**config.mk**
```make
export PLATFORM = sky130hd
export DESIGN_NAME = xor_share_sched
export DESIGN_NICKNAME = d
export VERILOG_FILES = /design/src/rtl/xor_share_sched.sv
export SDC_FILE = /design/constraint.sdc
export NUM_CORES = 1
export LEC_CHECK = 0
export ABC_AREA = 1
export CORE_MARGIN = 2
export CORE_UTILIZATION = 48
export CTS_CLUSTER_SIZE = 8
export DETAILED_ROUTE_END_ITERATION = 6
export PLACE_DENSITY = 0.93
export REMOVE_ABC_BUFFERS = 1
export SLEW_MARGIN = 20
export SYNTH_ARGS = -nofsm -noshare
export SYNTH_HDL_FRONTEND = slang
export SYNTH_SLANG_ARGS = --single-unit
```
**constraint.sdc**
```tcl
create_clock -name clk -period 4.3 [get_ports clk]
set_input_delay 0.86 -clock clk [delete_from_list [all_inputs] [get_ports clk]]
set_output_delay 0.86 -clock clk [all_outputs]
set_load 0.005 [all_outputs]
```
**src/rtl/xor_share_sched.sv**
```systemverilog
// Round-robin scheduler sharing one bit-serial, NAND-built XOR cell among NREQ requesters.
// Latency: grant on edge G, rsp_valid after edge G+W; earliest next grant one edge after the rsp handshake.
// Backpressure: rsp_ready low holds DONE with rsp_y/rsp_id stable; req_ready stays low outside IDLE.

module xor_share_nand2 (
    input  logic a,
    input  logic b,
    output logic y
);
    assign y = ~(a & b);
endmodule

// Classic four-NAND XOR: the only place result bits are produced.
module xor_share_cell (
    input  logic a,
    input  logic b,
    output logic x
);
    logic n1, n2, n3;

    xor_share_nand2 u_n1 (.a(a),  .b(b),  .y(n1));
    xor_share_nand2 u_n2 (.a(a),  .b(n1), .y(n2));
    xor_share_nand2 u_n3 (.a(b),  .b(n1), .y(n3));
    xor_share_nand2 u_n4 (.a(n2), .b(n3), .y(x));
endmodule

module xor_share_sched #(
    parameter int NREQ = 4,
    parameter int W    = 8,
    parameter int IDW  = $clog2(NREQ)
) (
    input  logic              clk,
    input  logic              rst_n,
    input  logic [NREQ-1:0]   req_valid,
    input  logic [NREQ*W-1:0] req_a,
    input  logic [NREQ*W-1:0] req_b,
    output logic [NREQ-1:0]   req_ready,
    output logic              rsp_valid,
    input  logic              rsp_ready,
    output logic [IDW-1:0]    rsp_id,
    output logic [W-1:0]      rsp_y,
    output logic              busy
);
    localparam int CW = (W > 1) ? $clog2(W) : 1;

    localparam logic [1:0] ST_IDLE  = 2'd0;
    localparam logic [1:0] ST_SHIFT = 2'd1;
    localparam logic [1:0] ST_DONE  = 2'd2;

    logic [1:0]     state;
    logic [IDW-1:0] ptr;
    logic [IDW-1:0] id;
    logic [IDW-1:0] winner;
    logic [IDW-1:0] cand;
    logic           any_vld;
    logic [CW-1:0]  cnt;
    logic [W-1:0]   sa;
    logic [W-1:0]   sb;
    logic [W-1:0]   res;
    logic           x;

    // Round-robin pick: first valid requester scanning upward from ptr, wrapping at NREQ.
    always_comb begin
        winner  = '0;
        cand    = '0;
        any_vld = 1'b0;
        for (int k = 0; k < NREQ; k++) begin
            cand = IDW'((int'(ptr) + k) % NREQ);
            if (!any_vld && req_valid[cand]) begin
                any_vld = 1'b1;
                winner  = cand;
            end
        end
    end

    // Grant is one-hot on the winner, only in IDLE and never while reset is asserted.
    always_comb begin
        req_ready = '0;
        if (rst_n && (state == ST_IDLE) && any_vld) begin
            req_ready[winner] = 1'b1;
        end
    end

    xor_share_cell u_cell (
        .a (sa[0]),
        .b (sb[0]),
        .x (x)
    );

    // FSM plus datapath: load on grant, shift one bit per cycle, hold the result until taken.
    always_ff @(posedge clk or negedge rst_n) begin
        if (!rst_n) begin
            state <= ST_IDLE;
            ptr   <= '0;
            id    <= '0;
            cnt   <= '0;
            sa    <= '0;
            sb    <= '0;
            res   <= '0;
        end else begin
            case (state)
                ST_IDLE: begin
                    if (any_vld) begin
                        sa    <= req_a[int'(winner)*W +: W];
                        sb    <= req_b[int'(winner)*W +: W];
                        id    <= winner;
                        cnt   <= '0;
                        ptr   <= (winner == IDW'(NREQ-1)) ? '0 : winner + 1'b1;
                        state <= ST_SHIFT;
                    end
                end
                ST_SHIFT: begin
                    // New bit enters at the MSB so the first processed bit ends up at bit 0.
                    res <= (res >> 1) | (W'(x) << (W-1));
                    sa  <= sa >> 1;
                    sb  <= sb >> 1;
                    cnt <= cnt + 1'b1;
                    if (cnt == CW'(W-1)) begin
                        state <= ST_DONE;
                    end
                end
                ST_DONE: begin
                    if (rsp_ready) begin
                        state <= ST_IDLE;
                    end
                end
                default: state <= ST_IDLE;
            endcase
        end
    end

    assign rsp_valid = (state == ST_DONE);
    assign busy      = (state != ST_IDLE);
    assign rsp_y     = res;
    assign rsp_id    = id;

endmodule

```
==> implementation parameters <==
Parameter                              Value

Status
  Status    complete, no violations

Placement
  Routability-driven placement congestion ratio    between 0.9 and 1
  Quantity of I/O buffers inserted on ports    86
  Setup slack at placement    371 ps
  Post-place instance area    3220 µm²
  DP HPWL    about 4.5 mm

Routing
  Remaining routing DRC violations    0
  Iteration-0 DRC count of the detailed router    147
  DR WL/cell    11.2 µm
  Detail-routed via count per cell    roughly 4.8
  TritonRoute pass-1 iters    4
  Total number of vias    2477
  Post-route ant nets    0
  DRT Wirelength    5.77 mm

CTS
  Post-CTS Hold Buffers    0
  Post_cts resized    0
  H-Tree Depth    2
  Buffer type at the clock tree root    sky130_fd_sc_hd__clkbuf_8
  Longest Clk Path Bufs    2
  TritonCTS Buffers    5
  Post-CTS Repair Setup Buffers    0
  Number of sinks on the clock net    33
  Insertion delay to the later sink of the worst-skew pair    290 ps
  Clock Pin Slew Worst Setup and Hold Paths    70 ps
  CTS tree    yes

Yosys
  Proportion of register bits with asynchronous set or reset after synthesis    1.00
  Post-synthesis sequential element count    33
  Post-synth design cell area    between 2000 and 2500 µm²
  Most used DFF post-synth    sky130_fd_sc_hd__dfrtp_1
  Sequential area share after synthesis    0.352
  Ranking of synthesized cells by area    sky130_fd_sc_hd__dfrtp_1 35%, sky130_fd_sc_hd__nand2_1 31%, sky130_fd_sc_hd__inv_1 5.6%, sky130_fd_sc_hd__nand3_1 3.6%, sky130_fd_sc_hd__nand3b_1 3.5%
  Area share of the largest cell type after synthesis    0.352
  Number of instances in the synthesized netlist    roughly 360
  Yosys warns    0
  Number of enable-type register cells in the synthesized netlist    0
  Netlist cell types    24
  Yosys top cell by area    sky130_fd_sc_hd__dfrtp_1
  Synthesized area per cell    6.45 µm²

Floorplanning
  CORE AREA    approximately 4700 µm²
  Chip height    73.9 µm
  Std-Cell Rows    25
  Number of top-level pins    between 80 and 90
  Initial Util    0.497
  Area of the die    5470 µm²
  DIE WIDTH    73.9 µm

Final layout
  Commonest cells after routing, fill and taps aside    192 x sky130_fd_sc_hd__nand2_1, 85 x sky130_fd_sc_hd__clkdlybuf4s50_1, 35 x sky130_fd_sc_hd__inv_1, 33 x sky130_fd_sc_hd__dfrtp_1, 17 x sky130_fd_sc_hd__nand3_1
  Leading cell type in the layout, fill and taps excluded    sky130_fd_sc_hd__nand2_1
  Layout Area Growth over Synthesis    40.7%
  Final core utilization    0.699
  Fin nets    523
  Number of antenna diodes    0
  Fraction of layout cells with a size suffix above 1    0.0649
  Post-route cell area    3300 µm²

Critical path
  Critical path required time    3440 ps
  Crit-path most repeated cell    sky130_fd_sc_hd__nand3_1
  Kind of critical path    primary input to primary output
  CP max stage cell    sky130_fd_sc_hd__clkdlybuf4s50_1
  Data arrival time of the critical path    approximately 3000 ps
  Highest net fanout along the worst path    6
  Longest individual stage delay on the worst path    510 ps
  Cell Chain, Critical Path    clkdlybuf4s50_1 -> inv_1 -> nand2_1 -> nand3_1 -> nand2_2 -> nor2_4 -> nand3_1 -> nand3_1 -> nand2_2 -> inv_2 -> ha_1 -> inv_1 -> nor2_1 -> clkdlybuf4s50_1
  Setup crit start kind    primary input
  Crit end category    primary output

STA
  Setup Total Neg Slack    0 ps
  Number of endpoints failing setup at the final stage    0
  Minimum hold slack    498 ps
  Upper clock frequency limit    254 MHz
  Slew Limit Fails    0
  Final number of hold-violating endpoints    0
  Final Cycle Share    0.915
  Clock period minus final worst setup slack    3930 ps
  Worst path setup slack after routing    367 ps
  Transition time of the tightest slew-check pin    777 ps
  Worst relative slew slack    0.480
  Final Skew    1.37 ps
  RSZ-0062 raised after global routing    no

Global route
  Most Crowded Layer GR    met2
  Remaining global-route overflow    0
  Largest net degree at the start of global routing    34
  GR Util met3    0.0407
  Total global-route track usage    0.220
  Met2 capacity usage during global routing    0.398
  Wire length of the first global-routing pass    roughly 9.4 mm
  Vias in the first global route    2262
  Fraction of met1 tracks used by global routing    0.265
  Antenna violations before repair    0

Min path
  Class of the tightest hold or removal check    register to register

Run
  Max-Cap Viols    0

Power
  Peak supply drop    354 µV
  Pleak    approximately 1.7 nW
  Pwr dens    757 nW/µm²
worst max-delay path: cells and delay by family:
family                     cells  cell delay (ps)
buffers and inverters          5             1200
and+or+nand+nor                8              850
adders and majority gates      1              160
area by class of cell:
cell class / count / area (µm²)
clock buffer: 5 / 68.8
inverter: 41 / 154
sequential: 33 / 826
multi-input combinational: 276 / 1270
fill: 410 / 1420
timing repair buffer: 89 / 878
tap: 67 / 83.8
clock inverter: 3 / 17.5
state kept, by name (all words and copies together), names as in the netlist:
signal,count
cnt,3
rsp_id,2
sb,8
sa,8
ptr,2
rsp_y,8
state,2
layer usage:
layer	wire, µm	part of all wire	vias to the layer above
met5	0	0	-
met4	104	0.018	0
met3	288	0.050	9
met2	2940	0.51	87
met1	2440	0.42	1097
li1	-	-	1284
worst paths after layout:
path,startpoint,endpoint,slack (ps),cells past startpoint
worst max register to register,state[0],sb[0],1810,9
worst min-delay path,cnt[0],cnt[0],500,1
worst max-delay path,req_valid[3],req_ready[2],370,14
min in group asynchronous,rst_n,rsp_id[0],650,2
worst min register to register,cnt[0],cnt[0],500,1
max in group asynchronous,rst_n,rsp_y[3],3360,2
power by group:
group	total, mW	internal, mW	switching (mW)
clock	0.228	0.111	0.116
combinational	1.72	0.651	1.07
sequential	0.555	0.463	0.0913
cell usage after synthesis, types with 2 or more instances:
master                       n
sky130_fd_sc_hd__nand2_1   192
sky130_fd_sc_hd__inv_1      35
sky130_fd_sc_hd__dfrtp_1    33
sky130_fd_sc_hd__nand3_1    17
sky130_fd_sc_hd__o21ai_0    12
sky130_fd_sc_hd__nand3b_1   11
sky130_fd_sc_hd__nor2_1     10
sky130_fd_sc_hd__o22ai_1    10
sky130_fd_sc_hd__ha_1        6
sky130_fd_sc_hd__inv_2       6
sky130_fd_sc_hd__nand2_2     6
sky130_fd_sc_hd__buf_2       5
sky130_fd_sc_hd__buf_4       3
sky130_fd_sc_hd__buf_6       3
sky130_fd_sc_hd__clkbuf_1    3
sky130_fd_sc_hd__a22o_1      2
sky130_fd_sc_hd__nand3_4     2
sky130_fd_sc_hd__nor2_4      2
through the flow:
stage          power, mW  cells
2_1_floorplan       1.75    350
3_3_place_gp        2.22    506
3_5_place_dp        2.28    506
4_1_cts             2.52    514
5_1_grt             2.78    514
6_report            2.50    514
logic make-up after synthesis:
| logic type | count (synthesis) | synth area share |
|---|---|---|
| simple gates | 242 | 0.440 |
| buf+inv | 55 | 0.105 |
| flops | 33 | 0.352 |
| compound gates | 27 | 0.0672 |
| fa+ha+maj | 6 | 0.0320 |
| xor+xnor | 1 | 0.00373 |
Power figures use the tool's default switching activity.
